[config.mk]
export PLATFORM = sky130hd
export DESIGN_NAME = keyboard_fifo_mmio
export DESIGN_NICKNAME = d
export VERILOG_FILES = /design/src/rtl/kb_pkg.sv /design/src/rtl/kb_sync_fifo.sv /design/src/rtl/keyboard_fifo_mmio.sv
export SDC_FILE = /design/constraint.sdc
export NUM_CORES = 1
export LEC_CHECK = 0
export ABC_CLOCK_PERIOD_IN_PS = 3800
export BUFFER_PORTS_ARGS = -buffer_cell sky130_fd_sc_hd__buf_2
export CAP_MARGIN = 10
export CORE_MARGIN = 10
export CORE_UTILIZATION = 61
export CTS_CLUSTER_SIZE = 30
export DETAILED_ROUTE_END_ITERATION = 6
export PLACE_DENSITY = 0.79
export SLEW_MARGIN = 30
export SYNTH_ARGS = -nofsm -noshare
export SYNTH_HDL_FRONTEND = slang
export SYNTH_SLANG_ARGS = --single-unit
[constraint.sdc]
create_clock -name clk_in -period 3.8 [get_ports clk_in]
set_input_delay 0.38 -clock clk_in [delete_from_list [all_inputs] [get_ports clk_in]]
set_output_delay 0.38 -clock clk_in [all_outputs]
set_load 0.01 [all_outputs]
[src/rtl/kb_pkg.sv]
// Register map, bit positions and status layout for the keyboard scancode FIFO.
// Shared by keyboard_fifo_mmio and anything that decodes its register window.
package kb_pkg;

    // Word offsets within the register window (cpu_addr_in[3:2])
    localparam logic [1:0] KB_OFF_DATA   = 2'd0;
    localparam logic [1:0] KB_OFF_STATUS = 2'd1;
    localparam logic [1:0] KB_OFF_CTRL   = 2'd2;

    // DATA register
    localparam int unsigned KB_DATA_VALID  = 31;

    // STATUS register
    localparam int unsigned KB_ST_NONEMPTY = 0;
    localparam int unsigned KB_ST_FULL     = 1;
    localparam int unsigned KB_ST_OVF      = 2;

    // CTRL register
    localparam int unsigned KB_CTRL_FLUSH  = 0;
    localparam int unsigned KB_CTRL_IRQ_EN = 1;

    // STATUS read layout
    typedef struct packed {
        logic [7:0]  rsvd_hi;
        logic [7:0]  count;
        logic [12:0] rsvd_lo;
        logic        overflow;
        logic        full;
        logic        nonempty;
    } kb_status_t;

endpackage

[src/rtl/kb_sync_fifo.sv]
// Single-clock ring-buffer FIFO with distributed (LUT) storage.
// Ports:
//   clk_in, rst_in   clock, synchronous active-high reset
//   push, din        enqueue din (ignored when full unless popping the same cycle)
//   pop              dequeue head (ignored when empty)
//   flush            empty the FIFO; overrides push and pop
//   dout             head entry, combinational
//   count            occupancy, 0..DEPTH
//   full, empty      registered occupancy flags
module kb_sync_fifo #(
    parameter int unsigned DEPTH = 64,
    parameter int unsigned WIDTH = 8
) (
    input  logic                    clk_in,
    input  logic                    rst_in,
    input  logic                    push,
    input  logic                    pop,
    input  logic                    flush,
    input  logic [WIDTH-1:0]        din,
    output logic [WIDTH-1:0]        dout,
    output logic [$clog2(DEPTH):0]  count,
    output logic                    full,
    output logic                    empty
);

    localparam int unsigned AW = $clog2(DEPTH);
    localparam int unsigned CW = AW + 1;

    logic [WIDTH-1:0] mem [DEPTH];
    logic [AW-1:0]    wr_ptr;
    logic [AW-1:0]    rd_ptr;
    logic             do_push;
    logic             do_pop;
    logic [CW-1:0]    count_nxt;

    // Accepted operations; a pop frees a slot for a same-cycle push
    always_comb begin
        do_pop    = pop && !empty && !flush;
        do_push   = push && !flush && (!full || do_pop);
        count_nxt = count + CW'(do_push) - CW'(do_pop);
        if (flush) begin
            count_nxt = '0;
        end
    end

    // Storage has no reset; contents are don't-care until written
    always_ff @(posedge clk_in) begin
        if (do_push) begin
            mem[wr_ptr] <= din;
        end
    end

    assign dout = mem[rd_ptr];

    // Pointers, occupancy and flags
    always_ff @(posedge clk_in) begin
        if (rst_in) begin
            wr_ptr <= '0;
            rd_ptr <= '0;
            count  <= '0;
            full   <= 1'b0;
            empty  <= 1'b1;
        end else begin
            if (flush) begin
                wr_ptr <= '0;
                rd_ptr <= '0;
            end else begin
                if (do_push) wr_ptr <= wr_ptr + AW'(1);
                if (do_pop)  rd_ptr <= rd_ptr + AW'(1);
            end
            count <= count_nxt;
            full  <= (count_nxt == CW'(DEPTH));
            empty <= (count_nxt == '0);
        end
    end

endmodule

[src/rtl/keyboard_fifo_mmio.sv]
// PS/2 scancode FIFO exposed to the CPU as a small MMIO register window.
// DATA pops one code per read, STATUS reports occupancy/full/overflow (overflow
// is W1C), CTRL provides a self-clearing flush and, with KB_IRQ_EN defined,
// an interrupt enable driving a registered level interrupt.
// Ports:
//   clk_in, rst_in        clock, synchronous active-high reset
//   kb_scancode_in        scancode from ps2_rx
//   kb_valid_in           one-cycle strobe pushing kb_scancode_in
//   cpu_addr_in           byte address; [19:16] selects the block, [3:2] the register
//   cpu_read_in           read strobe
//   cpu_write_enable_in   byte write enables; only lane 0 qualifies a write
//   cpu_data_in           write data
//   cpu_data_out          registered read data, valid the edge after cpu_read_in
//   irq_out               level interrupt (0 unless KB_IRQ_EN is defined)
module keyboard_fifo_mmio
    import kb_pkg::*;
#(
    parameter int unsigned DEPTH      = 64,
    parameter int unsigned CODE_WIDTH = 8,
    parameter logic [3:0]  REGION     = 4'h3
) (
    input  logic                  clk_in,
    input  logic                  rst_in,
    input  logic [CODE_WIDTH-1:0] kb_scancode_in,
    input  logic                  kb_valid_in,
    input  logic [31:0]           cpu_addr_in,
    input  logic                  cpu_read_in,
    input  logic [3:0]            cpu_write_enable_in,
    input  logic [31:0]           cpu_data_in,
    output logic [31:0]           cpu_data_out,
    output logic                  irq_out
);

    localparam int unsigned CNT_W = $clog2(DEPTH) + 1;

    logic                  hit;
    logic [1:0]            off;
    logic                  wr_en;
    logic                  rd_en;
    logic                  flush;
    logic                  pop;
    logic                  ovf_set;
    logic                  ovf_clr;
    logic                  overflow;
    logic                  irq_en;
    logic [CODE_WIDTH-1:0] head;
    logic [CNT_W-1:0]      count;
    logic                  full;
    logic                  empty;
    kb_status_t            status;
    logic [31:0]           rdata;
    logic                  unused_bits;

    // Address decode and strobe qualification
    always_comb begin
        hit     = (cpu_addr_in[19:16] == REGION);
        off     = cpu_addr_in[3:2];
        wr_en   = hit && cpu_write_enable_in[0];
        rd_en   = hit && cpu_read_in;
        flush   = wr_en && (off == KB_OFF_CTRL) && cpu_data_in[KB_CTRL_FLUSH];
        pop     = rd_en && (off == KB_OFF_DATA) && !empty;
        // A push into a full FIFO is lost unless a pop frees a slot or a flush drops it
        ovf_set = kb_valid_in && !flush && full && !pop;
        ovf_clr = wr_en && (off == KB_OFF_STATUS) && cpu_data_in[KB_ST_OVF];
    end

    kb_sync_fifo #(
        .DEPTH (DEPTH),
        .WIDTH (CODE_WIDTH)
    ) u_fifo (
        .clk_in (clk_in),
        .rst_in (rst_in),
        .push   (kb_valid_in),
        .pop    (pop),
        .flush  (flush),
        .din    (kb_scancode_in),
        .dout   (head),
        .count  (count),
        .full   (full),
        .empty  (empty)
    );

    // Sticky overflow; a same-cycle set beats the W1C clear
    always_ff @(posedge clk_in) begin
        if (rst_in) begin
            overflow <= 1'b0;
        end else begin
            overflow <= (overflow && !ovf_clr) || ovf_set;
        end
    end

    // Read data mux, sampled from state before this cycle's push/pop
    always_comb begin
        status          = '0;
        status.count    = 8'(count);
        status.overflow = overflow;
        status.full     = full;
        status.nonempty = !empty;
        rdata           = '0;
        case (off)
            KB_OFF_DATA: begin
                if (!empty) begin
                    rdata                = 32'(head);
                    rdata[KB_DATA_VALID] = 1'b1;
                end
            end
            KB_OFF_STATUS: rdata = status;
            KB_OFF_CTRL:   rdata[KB_CTRL_IRQ_EN] = irq_en;
            default:       rdata = '0;
        endcase
    end

    // Read data register holds between reads; a miss returns zero
    always_ff @(posedge clk_in) begin
        if (rst_in) begin
            cpu_data_out <= '0;
        end else if (cpu_read_in) begin
            cpu_data_out <= hit ? rdata : '0;
        end
    end

`ifdef KB_IRQ_EN
    // Interrupt enable and registered level interrupt
    always_ff @(posedge clk_in) begin
        if (rst_in) begin
            irq_en  <= 1'b0;
            irq_out <= 1'b0;
        end else begin
            if (wr_en && (off == KB_OFF_CTRL)) begin
                irq_en <= cpu_data_in[KB_CTRL_IRQ_EN];
            end
            irq_out <= irq_en && (!empty || overflow);
        end
    end
`else
    assign irq_en  = 1'b0;
    assign irq_out = 1'b0;
`endif

    // Bus bits this block does not decode
    assign unused_bits = ^{cpu_addr_in[31:20], cpu_addr_in[15:4], cpu_addr_in[1:0],
                           cpu_write_enable_in[3:1], cpu_data_in[31:3], cpu_data_in[1]};

endmodule

==> impl_results.md, run 1 <==
* Status: finished clean
* Worst-path fanout max at 9
* CORE AREA at approximately 36000 µm²
* Arrival time worst endpoint at 3.81 ns
* Gr ovfl total at 0
* Skew final at just over 0.03 ns
* Vias in the first global route at approximately 12k
* Fin nets at around 1.4k
* # DRC at 0
* Pin count of the biggest net entering global routing at 65
* Full die area at between 40000 and 50000 µm²
* Unique cell type count in the Yosys netlist at between 50 and 60
* Seq/Total Area, Yosys at 0.740
* Diodes inserted at 0
* Width of the chip at 210 µm
* Initial antenna violation count at 2
* Max-slew violation count at 0
* Worst setup margin at 0.473 ns
* ANT nets after route at 0
* Worst EP required at approximately 4.3 ns
* Worst skew pair latency at slightly above 0.6 ns
* Layout cells sized above 1 at 0.244
* Port-buffer cells at 36
* Peak supply drop at approximately 0.43 mV
* Final Hold Fails at 0
* Final min period at roughly 3.3 ns
* Yosys top cell area share at 0.700
* Max cap viols at 0
* # Post-CTS Setup Buffers at 0
* Detailed Place HPWL at between 30 and 40 mm
* Clock sink total at ~560
* Die Ht at approximately 210 µm
* Switching Share at 0.210
* Hold path start: cpu_addr_in[3]
* Total Wirelength at between 50 and 60 mm
* Post-Syn Area per Cell at between 15 and 20 µm²
* Unrepaired setup endpoints after global routing: false
* Largest area contributor in the netlist: edfxtp_1
* R2r startpoint: u_fifo.empty
* Clock slew at reported path FFs at 0.06 ns
* Synth top cells by count: edfxtp_1, mux4_2, nor2_1, dfxtp_1, nand2_1
* CTS tree: done
* Rows at between 60 and 70
* GRT Resource Usage Total at 0.237
* Int Power at roughly 10000 µW
* Number of synthesized register bits at 556
* CP Launch Point: u_fifo.empty
* Worst setup EP type: flip-flop
* R2R depth at 12
* Leak pwr at between 0.007 and 0.008 µW
* Cells resized by post-CTS repair at 0
* Placed cells at between 1.5k and 2k
* Psw at 2660 µW
* GP Congestion at just under 0.9
* Final cell count without fillers at 1795
* Final Power at about 13000 µW
* Worst Tran Pin Value at between 0.9 and 1 ns
* Final period util at 0.875
* Clk pwr share at 0.418
* TNS Setup at 0 ns
* Ys flop type: edfxtp_1
* Wire per inst at around 30 µm
* Slew Limit Headroom at 0.375
* WS Path Type: flip-flop to flip-flop
* Num CTS Buffers at 53
* Vias per cell at 6.68
* Hold_buf cts at 0
* Starting Density at 0.617
* Top cells by area, synth: edfxtp_1, mux4_2, dfxtp_1
* Number of flops mapped to enable cells by yosys at around 510
* Via count at ~12k
* Reg-to-Reg End: u_fifo.full
* FF-to-FF setup slack at 0.47 ns
* Hold depth at 3
* First-pass GRT wire length at approximately 80 mm
* Pwr Density at between 500 and 600 nW/µm²
* Hold Path Class: input port to flip-flop
* Synth Instances at 1177
* Critical Path Source Type: flip-flop
* Dpl ws at between 0.3 and 0.4 ns
* Ys async rst share at 0
* Logic pwr share at 0.047
* Final setup fails at 0
* Peak Freq at 301 MHz
* Seq pwr share at 0.535
* Layout area overhead at 13.1%
* Hold Path Sink: overflow
* First drt pass iteration count at 6
* Root buffer cell: clkbuf_16
* Most frequent cell after synthesis: edfxtp_1
* Synth Cell Area at around 22000 µm²
* H-Tree Depth at 2
* Ys Warns at 0
* Initial DRC count at 1879
* Top Ports at between 100 and 150
* Longest Clk Path Bufs at 3
-- worst max path at each step --
stage	to	slack (ns)
6_report	u_fifo.full	0.47
2_1_floorplan	u_fifo.full	0.78
4_1_cts	u_fifo.full	0.51
3_3_place_gp	u_fifo.full	0.44
5_1_grt	u_fifo.full	0.21
3_5_place_dp	u_fifo.full	0.31
-- metrics by stage --
stage	area, µm²	hold slack (ns)	utilization
global route	24800	0.163	0.698
CTS	24800	0.131	0.698
finish	24800	0.150	0.698
detailed placement	23100	0.455	0.649
global placement	23000	0.450	0.648
floorplan	22000	0.445	-
-- power groups by stage --
stage | Sequential [µW] | Clock (µW) | Combinational, µW
final | 6790 | 5310 | 596
after global routing | 6790 | 5590 | 655
after CTS | 6790 | 5360 | 582
after detailed placement | 6920 | 0 | 576
after global placement | 6910 | 0 | 541
after floorplan | 6900 | 0 | 366
-- logic make-up after synthesis --
family / synth area share
buffers and inverters: 0.0217
multiplexers: 0.137
AND/OR/NAND/NOR: 0.0530
adder cells (fa/ha/maj): 0.00604
other: 0.000171
flip-flops: 0.740
XOR/XNOR: 0.00558
AO/OA/AOI/OAI: 0.0364
-- metal layers --
| layer | global-route usage | share of wire |
|---|---|---|
| met1 | 0.319 | 0.37 |
| met2 | 0.362 | 0.47 |
| met3 | 0.0659 | 0.12 |
| met4 | 0.0950 | 0.038 |
| met5 | 0 | 0.00038 |
-- worst max-delay path, cell delays in order, from the launching register on --
cell	delay, ns
dfxtp_1	0.33
or2_2	0.29
or3_1	0.47
inv_1	0.24
ha_1	0.15
inv_1	0.04
ha_1	0.20
fa_1	0.44
a21o_1	0.18
a21oi_1	0.22
o31ai_1	0.16
xor2_1	0.20
nor4_1	0.28
-- layout by cell type (no fill, tap or decap), types with 12 or more instances in the layout --
| cell | instances |
|---|---|
| dfxtp_1 | 41 |
| edfxtp_1 | 512 |
| a21oi_1 | 29 |
| nand3_1 | 19 |
| mux4_2 | 116 |
| clkinv_1 | 16 |
| buf_4 | 90 |
| a22oi_1 | 32 |
| clkbuf_16 | 54 |
| nor2b_1 | 16 |
| conb_1 | 17 |
| o22ai_1 | 12 |
| mux2i_1 | 30 |
| nor2_1 | 97 |
| buf_2 | 29 |
| nand2_1 | 36 |
| inv_1 | 12 |
-- final cells by class --
cell class / instances / area [µm²]
Sequential cell: 556 / 16300
Clock inverter: 35 / 364
Multi-Input combinational cell: 543 / 5290
Timing Repair Buffer: 123 / 908
Inverter: 13 / 48.8
Fill cell: 2065 / 10700
Tap cell: 461 / 577
Clock buffer: 64 / 1390
-- state kept, by name, indices dropped and copies added (netlist names), named ones only --
signal and cells:
cpu_data_out 16, overflow 1, u_fifo.count 7, u_fifo.empty 1, u_fifo.full 1, u_fifo.mem 512
u_fifo.rd_ptr 6, u_fifo.wr_ptr 6
Note: power is estimated with default switching activity, not from simulation.
==> run 2, diff against run 1 <==
--- a/config.mk
+++ b/config.mk
@@ -5,6 +5,7 @@
 export SDC_FILE = /design/constraint.sdc
 export NUM_CORES = 1
 export LEC_CHECK = 0
+export ABC_AREA = 1
 export ABC_CLOCK_PERIOD_IN_PS = 3800
 export BUFFER_PORTS_ARGS = -buffer_cell sky130_fd_sc_hd__buf_2
 export CAP_MARGIN = 10
==> impl_results.md, run 2 <==
* Worst-path fanout max at 14
* Final min period at between 2 and 3 ns
* Failing checks: design-rule violations
* Largest area contributor in the netlist: edfxtp_1
* Seq/Total Area, Yosys at 0.711
* Final setup fails at 0
* Gr ovfl total at 0
* Hold Path Class: input port to flip-flop
* Most frequent cell after synthesis: edfxtp_1
* Initial DRC count at 2082
* Max stage delay on crit path at a little over 0.4 ns
* Rows at 70
* Clock slew at reported path FFs at roughly 0.060 ns
* Status: finished with violations
* Fin nets at roughly 2.1k
* R2r startpoint: u_fifo.empty
* Diodes inserted at 0
* Leading cell type in the layout, fill and taps excluded: edfxtp_1
* Synth Instances at about 2k
* Initial antenna violation count at 0
* Worst setup EP type: flip-flop
* H-Tree Depth at 2
* Starting Density at 0.621
* Synth Cell Area at between 20000 and 25000 µm²
* # DRC at 1
* # Post-CTS Setup Buffers at 0
* Post-placement cell area at 23300 µm²
* CTS tree: done
* Yosys top cell area share at 0.673
* Clock sink total at roughly 560
* Final period util at 0.754
* Detailed Place HPWL at between 30 and 40 mm
* Unrepaired setup endpoints after global routing: false
* Unique cell type count in the Yosys netlist at 40
* Wire per inst at around 22 µm
* Port-buffer cells at 36
* Width of the chip at between 200 and 250 µm
* Ys async rst share at 0
* GP Congestion at between 0.8 and 0.9
* Layout cells sized above 1 at 0.0824
* Hold_buf cts at 0
* Number of synthesized register bits at 556
* CORE AREA at 36800 µm²
* GRT Resource Usage Total at 0.243
* Biggest regs: u_fifo.mem (512), cpu_data_out (16), u_fifo.count (7)
* Most used cell, CP: nand2_1
* ANT nets after route at 0
* CP top delay family: simple AND/OR/NAND/NOR gates
* Worst Tran Pin Value at between 0.9 and 1 ns
* Worst-path cell chain: buf_2 > nor2_1 > nand3_2 > nor2_1 > nand4_1 > inv_2 > nor2_1 > nand2_4 > inv_6 > ha_1 > fa_1 > nand2_1 > nand2_1 > a21oi_1 > or2_2 > nand2_1 > nand2_1 > nand2_1 > or2_2 > nand3_1 > inv_1 > nor2_1
* Worst EP required at roughly 4.3 ns
* Num CTS Buffers at between 50 and 60
* CP Launch Point: cpu_addr_in[19]
* Biggest register: u_fifo.mem
* Top cells by area, synth: edfxtp_1, nand2_1, nand3_1
* Vias in the first global route at 15.0k
* Bufs and invs on worst path at 4
* TNS Setup at 0 ns
* Most frequent cells in the layout: edfxtp_1, nand2_1, nand3_1, nor2_1, a21oi_1
* Number of flops mapped to enable cells by yosys at 512
* Via count at approximately 15k
* WS Path Type: input port to flip-flop
* Max FFs per register at around 510
* Critical Path Source Type: input port
* Full die area at 45600 µm²
* FF+latch area at ~16000 µm²
* Layout area overhead at 9.29%
* Ys flop type: edfxtp_1
* First drt pass iteration count at 7
* First-pass GRT wire length at 84.9 mm
* Multi-input logic area at about 5800 µm²
* Arrival time worst endpoint at around 3.4 ns
* Worst skew pair latency at around 0.57 ns
* Cells resized by post-CTS repair at 0
* Post-route cell area at between 20000 and 25000 µm²
* Worst setup margin at 0.934 ns
* Top Ports at approximately 110
* Vias per cell at 6.19
* Skew final at approximately 0.015 ns
* Total Wirelength at 55.5 mm
* Pin count of the biggest net entering global routing at 210
* WHS at ~0.14 ns
* Slowest CP cell: fa_1
* Pwr Density at about 490 nW/µm²
* Max-slew violation count at 0
* Final Hold Fails at 0
* Leak pwr at about 0.009 µW
* Slew Limit Headroom at 0.366
* Longest Clk Path Bufs at 3
* Peak Freq at 349 MHz
* Hold path start: cpu_data_in[2]
* Post-Syn Area per Cell at 11.6 µm²
* Max cap viols at 0
* Ys Warns at 0
* Synth top cells by count: edfxtp_1, nand2_1, nand3_1, nor2_1, a21oi_1
* Root buffer cell: clkbuf_16
* Filler cell count at 2540
* Dpl ws at ~0.38 ns
* Die Ht at approximately 210 µm
* Peak supply drop at about 0.44 mV
## run 2: cell types whose count changed in the layout (fill, tap and decap cells not counted), moves of 12 or more
| cell | change |
|---|---|
| nand3_1 | +268 |
| a22oi_1 | -32 |
| mux2i_1 | -30 |
| o21ai_0 | +64 |
| inv_1 | +18 |
| nor2_1 | +101 |
| nor2b_1 | -16 |
| buf_4 | -61 |
| nand2_1 | +467 |
| mux4_2 | -116 |
| a21oi_1 | +57 |
| o31ai_1 | +25 |
| o22ai_1 | -12 |
## run 2: routing by layer
layer | vias to the layer above | global-route usage | part of all wire
li1 | 6968 | - | -
met1 | 7442 | 0.329 | 0.38
met2 | 901 | 0.390 | 0.48
met3 | 118 | 0.0426 | 0.11
met4 | 0 | 0.0902 | 0.032
met5 | - | 0 | 0
## run 2: area by class of cell
type | instances | share of cell area
Clock buffer | 70 | 0.0573
Clock inverter | 26 | 0.00671
Inverter | 41 | 0.00661
Multi-Input combinational cell | 1263 | 0.233
Sequential cell | 556 | 0.651
Tap cell | 468 | 0.0234
Timing Repair Buffer | 70 | 0.0217
## run 2: cell families after synthesis
group           synth area share
simple gates               0.191
flops                      0.711
compound gates            0.0549
buf+inv                   0.0367
fa+ha+maj                0.00580
xor+xnor                0.000383
other cells             0.000164
## run 2: final timing paths
kind,endpoint,slack [ns],cells after the start
min,overflow,0.14,4
min reg2reg,cpu_data_out[5],0.46,2
max reg2reg,u_fifo.empty,0.99,18
max,u_fifo.empty,0.93,22
## run 2: report_power, final
| group | switching, µW | internal [µW] | total (µW) |
|---|---|---|---|
| Sequential | 42.6 | 6740 | 6780 |
| Combinational | 431 | 177 | 608 |
| Clock | 2150 | 2770 | 4930 |
| Total | 2630 | 9690 | 12300 |
## run 2: worst register-to-register path: stages, from the launching register on
cell     delay, ns
dfxtp_1       0.37
nor2_4        0.06
nand2_4       0.11
inv_2         0.13
ha_1          0.29
inv_1         0.04
ha_1          0.21
fa_1          0.42
nand2_1       0.10
nand2_1       0.06
a21oi_1       0.16
or2_2         0.15
nand2_1       0.05
nand2_1       0.05
nand2_1       0.06
or2_2         0.27
nand3_1       0.09
inv_1         0.06
nor2_1        0.09
## run 2: stage by stage
| stage | util | power [µW] | std cells |
|---|---|---|---|
| 6_report | 0.679 | 12300 | 2494 |
| 5_1_grt | 0.679 | 12600 | 2494 |
| 4_1_cts | 0.678 | 12300 | 2492 |
| 3_5_place_dp | 0.634 | 7500 | 2396 |
| 3_3_place_gp | 0.634 | 7480 | 2396 |
| 2_1_floorplan | - | 7280 | 1994 |
